File: src/rtl/rs232_avalon_slave.sv
// Avalon-MM UART slave: RX holding register, TX shifter and STATUS flags behind a
// fixed two-cycle bus handshake. Single clock, synchronous active-high reset.
module rs232_avalon_slave #(
  parameter int CLK_HZ = 50000000,
  parameter int BAUD   = 115200
) (
  input  logic        avm_clk,
  input  logic        avm_rst,
  input  logic [4:0]  avs_address,
  input  logic        avs_read,
  input  logic        avs_write,
  input  logic [31:0] avs_writedata,
  output logic [31:0] avs_readdata,
  output logic        avs_waitrequest,
  input  logic        uart_rxd,
  output logic        uart_txd
);

  localparam int CLKS_PER_BIT = CLK_HZ / BAUD;
  localparam int CW = $clog2(CLKS_PER_BIT);
  localparam logic [CW-1:0] BIT_LAST = CW'(CLKS_PER_BIT - 1);
  localparam logic [CW-1:0] HALF_BIT = CW'(CLKS_PER_BIT / 2);

  if (CLKS_PER_BIT < 4) begin : g_bad_baud
    $error("CLK_HZ/BAUD must be at least 4");
  end

  typedef enum logic [2:0] {RX_IDLE, RX_START, RX_DATA, RX_STOP, RX_BREAK} rx_state_t;
  typedef enum logic [1:0] {TX_IDLE, TX_START, TX_DATA, TX_STOP} tx_state_t;

  logic        ack_q;
  logic [31:0] readdata_q;
  logic [31:0] readdata_d;

  rx_state_t   rx_state_q;
  logic [CW-1:0] rx_cnt_q;
  logic [2:0]  rx_bit_q;
  logic [7:0]  rx_shift_q;
  logic [7:0]  rx_byte_q;
  logic        rx_valid_q;
  logic        rx_overrun_q;
  logic        frame_err_q;
  logic        rxd_meta_q;
  logic        rxd_sync_q;
  logic        rxd_prev_q;

  tx_state_t   tx_state_q;
  logic [CW-1:0] tx_cnt_q;
  logic [2:0]  tx_bit_q;
  logic [7:0]  tx_shift_q;
  logic        txd_q;
  logic        tx_drop_q;

  logic req, done, is_rx, is_tx, is_st;
  logic rx_pop, st_clr, tx_wr, tx_ready;
  logic wdata_unused;

  assign wdata_unused = ^avs_writedata[31:8];

  assign req   = avs_read | avs_write;
  assign is_rx = (avs_address == 5'd0);
  assign is_tx = (avs_address == 5'd4);
  assign is_st = (avs_address == 5'd8);
  assign done  = req & ack_q;

  // Side effects fire only in the completion cycle; read wins over write.
  assign rx_pop = done & avs_read & is_rx;
  assign st_clr = done & avs_read & is_st;
  assign tx_wr  = done & ~avs_read & avs_write & is_tx;

  assign tx_ready        = (tx_state_q == TX_IDLE);
  assign avs_waitrequest = req & ~ack_q;
  assign avs_readdata    = readdata_q;
  assign uart_txd        = txd_q;

  always_comb begin
    readdata_d = '0;
    if (is_rx) begin
      readdata_d[7:0] = rx_byte_q;
    end else if (is_st) begin
      readdata_d[7:0] = {rx_valid_q, tx_ready, 2'b00, rx_overrun_q, frame_err_q, tx_drop_q, 1'b0};
    end
  end

  always_ff @(posedge avm_clk) begin
    if (avm_rst) begin
      ack_q      <= 1'b0;
      readdata_q <= '0;
    end else if (req && !ack_q) begin
      ack_q      <= 1'b1;
      readdata_q <= readdata_d;
    end else begin
      ack_q <= 1'b0;
    end
  end

  always_ff @(posedge avm_clk) begin
    if (avm_rst) begin
      rxd_meta_q <= 1'b1;
      rxd_sync_q <= 1'b1;
      rxd_prev_q <= 1'b1;
    end else begin
      rxd_meta_q <= uart_rxd;
      rxd_sync_q <= rxd_meta_q;
      rxd_prev_q <= rxd_sync_q;
    end
  end

  always_ff @(posedge avm_clk) begin
    if (avm_rst) begin
      rx_state_q   <= RX_IDLE;
      rx_cnt_q     <= '0;
      rx_bit_q     <= '0;
      rx_shift_q   <= '0;
      rx_byte_q    <= '0;
      rx_valid_q   <= 1'b0;
      rx_overrun_q <= 1'b0;
      frame_err_q  <= 1'b0;
    end else begin
      // Clears first so that a set later in this block takes precedence.
      if (rx_pop) rx_valid_q <= 1'b0;
      if (st_clr) begin
        rx_overrun_q <= 1'b0;
        frame_err_q  <= 1'b0;
      end
      case (rx_state_q)
        RX_IDLE: begin
          if (rxd_prev_q && !rxd_sync_q) begin
            rx_state_q <= RX_START;
            rx_cnt_q   <= '0;
          end
        end
        RX_START: begin
          if (rx_cnt_q == HALF_BIT) begin
            rx_cnt_q   <= '0;
            rx_bit_q   <= '0;
            rx_state_q <= rxd_sync_q ? RX_IDLE : RX_DATA;
          end else begin
            rx_cnt_q <= rx_cnt_q + CW'(1);
          end
        end
        RX_DATA: begin
          if (rx_cnt_q == BIT_LAST) begin
            rx_cnt_q   <= '0;
            rx_shift_q <= {rxd_sync_q, rx_shift_q[7:1]};
            if (rx_bit_q == 3'd7) rx_state_q <= RX_STOP;
            else rx_bit_q <= rx_bit_q + 3'd1;
          end else begin
            rx_cnt_q <= rx_cnt_q + CW'(1);
          end
        end
        RX_STOP: begin
          if (rx_cnt_q == BIT_LAST) begin
            rx_cnt_q <= '0;
            if (rxd_sync_q) begin
              rx_byte_q  <= rx_shift_q;
              rx_valid_q <= 1'b1;
              if (rx_valid_q && !rx_pop) rx_overrun_q <= 1'b1;
              rx_state_q <= RX_IDLE;
            end else begin
              frame_err_q <= 1'b1;
              rx_state_q  <= RX_BREAK;
            end
          end else begin
            rx_cnt_q <= rx_cnt_q + CW'(1);
          end
        end
        RX_BREAK: begin
          if (rxd_sync_q) rx_state_q <= RX_IDLE;
        end
        default: rx_state_q <= RX_IDLE;
      endcase
    end
  end

  always_ff @(posedge avm_clk) begin
    if (avm_rst) begin
      tx_state_q <= TX_IDLE;
      tx_cnt_q   <= '0;
      tx_bit_q   <= '0;
      tx_shift_q <= '0;
      txd_q      <= 1'b1;
      tx_drop_q  <= 1'b0;
    end else begin
      if (st_clr) tx_drop_q <= 1'b0;
      case (tx_state_q)
        TX_IDLE: begin
          if (tx_wr) begin
            tx_shift_q <= avs_writedata[7:0];
            tx_cnt_q   <= '0;
            txd_q      <= 1'b0;
            tx_state_q <= TX_START;
          end
        end
        TX_START: begin
          if (tx_cnt_q == BIT_LAST) begin
            tx_cnt_q   <= '0;
            tx_bit_q   <= '0;
            txd_q      <= tx_shift_q[0];
            tx_shift_q <= {1'b0, tx_shift_q[7:1]};
            tx_state_q <= TX_DATA;
          end else begin
            tx_cnt_q <= tx_cnt_q + CW'(1);
          end
        end
        TX_DATA: begin
          if (tx_cnt_q == BIT_LAST) begin
            tx_cnt_q <= '0;
            if (tx_bit_q == 3'd7) begin
              txd_q      <= 1'b1;
              tx_state_q <= TX_STOP;
            end else begin
              txd_q      <= tx_shift_q[0];
              tx_shift_q <= {1'b0, tx_shift_q[7:1]};
              tx_bit_q   <= tx_bit_q + 3'd1;
            end
          end else begin
            tx_cnt_q <= tx_cnt_q + CW'(1);
          end
        end
        TX_STOP: begin
          if (tx_cnt_q == BIT_LAST) begin
            tx_cnt_q   <= '0;
            tx_state_q <= TX_IDLE;
          end else begin
            tx_cnt_q <= tx_cnt_q + CW'(1);
          end
        end
        default: tx_state_q <= TX_IDLE;
      endcase
      // A write that finds the shifter busy is lost but remembered.
      if (tx_wr && tx_state_q != TX_IDLE) tx_drop_q <= 1'b1;
    end
  end

endmodule
File: config.mk
export PLATFORM = sky130hd
export DESIGN_NAME = rs232_avalon_slave
export DESIGN_NICKNAME = d
export VERILOG_FILES = /design/src/rtl/rs232_avalon_slave.sv
export SDC_FILE = /design/constraint.sdc
export NUM_CORES = 1
export LEC_CHECK = 0
export CAP_MARGIN = 20
export CORE_MARGIN = 2
export CORE_UTILIZATION = 46
export DETAILED_ROUTE_END_ITERATION = 8
export PLACE_DENSITY = 0.85
export SLEW_MARGIN = 20
export SYNTH_ARGS = -nofsm -noshare
export SYNTH_HDL_FRONTEND = slang
export SYNTH_SLANG_ARGS = --single-unit
File: constraint.sdc
create_clock -name avm_clk -period 1.8 [get_ports avm_clk]
set_input_delay 0.36 -clock avm_clk [delete_from_list [all_inputs] [get_ports avm_clk]]
set_output_delay 0.36 -clock avm_clk [all_outputs]
set_load 0.02 [all_outputs]
==> summary.md <==
| Metric | Value |
|---|---|
| Outcome | finished, violations left |
| Failing checks | negative setup slack |
| Area delta synth->final | 24.2% |
| Via count | 3173 |
| Tmin final | 1800 ps |
| Overall routing resource usage | 0.188 |
| Routed WL | 7780 um |
| Syn Inst Count | 419 |
| Crit path from | tx_cnt_q[6]$_SDFFE_PP0P_ |
| Chip width | 91.4 um |
| Setup CP Type | reg -> reg |
| Worst R2R Start | tx_cnt_q[6]$_SDFFE_PP0P_ |
| Core region area | 7330 um2 |
| Final hold violations | 0 |
| Reg-to-reg critical path endpoint | tx_shift_q[6]$_SDFFE_PP0P_ |
| Skew final | 15.5 ps |
| Total gr overflow | 0 |
| FILL cells | 582 |
| Top_reg_cell synth | dfxtp_1 |
| Die area | 8350 um2 |
| Yosys warnings | 0 |
| Synth Register Bits | 70 |
| Drt first pass iters | 5 |
| Share of layout cells above drive strength 1 | 0.219 |
| Final setup fails | 1 |
| RSZ-0062 raised after global routing | true |
| Vias in the first global route | 3035 |
| Cell internal pwr | 2.70 mW |
| Initial core utilization | 0.479 |
| Largest net degree at the start of global routing | 40 |
| CP Capture Point | tx_shift_q[6]$_SDFFE_PP0P_ |
| Worst-Margin Slew | 693 ps |
| Sink Count | 70 |
| Pwr Density | 934 nW/um2 |
| Yosys top cell by area | dfxtp_1 |
| Sw Share | 0.337 |
| LEAKAGE | 1.62 nW |
| Library cells used by synthesis | 56 |
| Number of synthesized flops with an enable pin | 0 |
| CTS tree | done |
| Max_cap viols | 0 |
| Post-DP HPWL | 5240 um |
| Vias per cell | 5.41 |
| Critical-path maximum fanout | 6 |
| N_diodes | 0 |
| Sequential Power Share | 0.425 |
| Logic gate share of total power | 0.277 |
| Worst VDD drop | 0.000647 V |
| Setup crit end kind | register |
| Placed Cells | 564 |
| Synth cell count leaders | dfxtp_1 (70), nand2_1 (61), nor2_1 (38) |
| Startpoint class of the critical path | register |
| First-pass GRT wire length | 13000 um |
| TritonCTS Buffers | 9 |
| Max Clk Rate | 556 MHz |
| Root Buffer | clkbuf_8 |
| Die Y | 91.4 um |
| Rows | 31 |
| R2R depth | 6 |
| Worst-path clk slew | 90 ps |
| H-tree levels | 3 |
| Post-synth top area share | 0.399 |
| Final Wtd Congestion | 0.831 |
| Initial detailed-routing violation count | 183 |
| Nets | 537 |
| Clock tree buffer depth | 2 |
| Buffers added on ports | 27 |
| Wire per inst | 13.3 um |
| Util after Layout | 0.595 |
| Most common cell in the netlist | dfxtp_1 |
| Sw power | 1.37 mW |
| Fin crit share | 1.00 |
| Slew Limit Fails | 0 |
| Power share of the clock group | 0.298 |
| Crit path required time | 2020 ps |
| Register area share after synthesis | 0.399 |
| Fraction of registers with async set/reset | 0 |
| Clk_lat worst skew | 360 ps |
| DRT antenna net count | 0 |
| Hold Path Class | reg -> reg |
| Flop2flop setup slack | -0.1 ps |
| IO Pins | 76 |
| Crit path arrival time | 2020 ps |
| Slew headroom | 0.538 |
| Syn Std Cell Area | 3510 um2 |
| Residual DRC count | 0 |
| Final worst setup slack | -0.129 ps |
| Synth top area cells | dfxtp_1 (40%), nand2_1 (6.5%), buf_4 (5.3%) |
| Antenna violations before repair | 0 |
| Syn avg cell area | 8.38 um2 |
| Fin cells | 587 |
## worst min path at each step
stage                     depth (start not counted)  slack, ps                     to             startpoint
after detailed placement                          1        410  rxd_sync_q$_SDFF_PP1_  rxd_meta_q$_SDFF_PP1_
after global routing                              1        450  rxd_sync_q$_SDFF_PP1_  rxd_meta_q$_SDFF_PP1_
after global placement                            1        410  rxd_sync_q$_SDFF_PP1_  rxd_meta_q$_SDFF_PP1_
final                                             1        430  rxd_sync_q$_SDFF_PP1_  rxd_meta_q$_SDFF_PP1_
after CTS                                         1        440  rxd_sync_q$_SDFF_PP1_  rxd_meta_q$_SDFF_PP1_
after floorplan                                   1        390  rxd_sync_q$_SDFF_PP1_  rxd_meta_q$_SDFF_PP1_
## worst max-delay path: stages, from the launching register on
cell	delay (ps)
dfxtp_2	330
or4b_4	570
o32ai_4	120
and4b_2	340
buf_6	140
buf_4	100
a211oi_2	50
## metal layers
layer,wire (um),share of wire,GRT usage,vias up
met5,0,0,0,-
met4,121,0.016,0.0896,0
met3,377,0.048,0.0465,13
met2,4010,0.52,0.333,96
met1,3270,0.42,0.211,1502
li1,-,-,-,1562
## kinds of logic after synthesis
family | share of synthesized area
flops | 0.399
compound gates | 0.161
fa+ha+maj | 0.0428
mux | 0.0502
simple gates | 0.256
other cells | 0.00107
buf+inv | 0.0898
## stage by stage
step           setup TNS, ps  area, um2  hold WS [ps]  setup WS (ps)  power, mW
5_1_grt                 -701       4360           447          -84.9       4.27
3_3_place_gp           -5900       4020           408           -476       2.69
2_1_floorplan              0       3610           389           4.47       2.50
3_5_place_dp           -6540       4020           411           -476       2.73
6_report              -0.129       4360           430         -0.129       4.07
4_1_cts                    0       4250           437           15.2       3.98
## registers in the layout (all words and copies together), names as in the netlist, 2 cells and up
| signal | count |
|---|---|
| rx_byte_q | 8 |
| tx_cnt_q | 9 |
| rx_bit_q | 3 |
| rx_cnt_q | 9 |
| tx_bit_q | 3 |
| avs_readdata | 8 |
| rx_state_q | 3 |
| tx_state_q | 2 |
| tx_shift_q | 8 |
| rx_shift_q | 8 |
## placed cells by master, fill, tap and decap left out, drive strengths merged, types with 2 or more instances in the layout
cell type      instances
dfxtp                 70
nand2                 61
buf                   48
nor2                  40
a21oi                 38
conb                  24
nand3                 23
clkdlybuf4s50         22
inv                   14
mux2i                 12
ha                    12
o21ai                 11
clkbuf                 9
nor3                   9
a311oi                 7
or3                    7
a211oi                 7
a22oi                  6
or2                    5
nor2b                  5
and3                   5
nor3b                  5
mux2                   5
nand2b                 5
nand3b                 3
and2                   3
nand4b                 2
nand4                  2
a31oi                  2
clkinvlp               2
dlygate4sd2            2
a2bb2oi                2
## what timing repair did
| action | 4_1_cts | 5_1_grt |
|---|---|---|
| pin swaps | 8 | 10 |
| buffers inserted | 4 | 3 |
| endpoints found under the setup margin | 14 | 23 |
| resized for setup | 13 | 23 |
| hold buffers | 0 | 0 |
## cell type report
type,instances,area (um2),area share
Inverter,9,33.8,0.00775
Sequential cell,70,1400,0.322
Clock buffer,9,124,0.0284
Tap cell,99,124,0.0284
Clock inverter,7,63.8,0.0146
Timing Repair Buffer,73,636,0.146
Multi-Input combinational cell,320,1980,0.453
## power groups by stage
stage	sequential, mW	combinational (mW)	clock (mW)
floorplan	1.76	0.737	0
global placement	1.75	0.941	0
detailed placement	1.76	0.970	0
CTS	1.72	1.03	1.23
global route	1.74	1.23	1.30
finish	1.73	1.13	1.22
No activity file was read; power rests on OpenSTA's default activity.
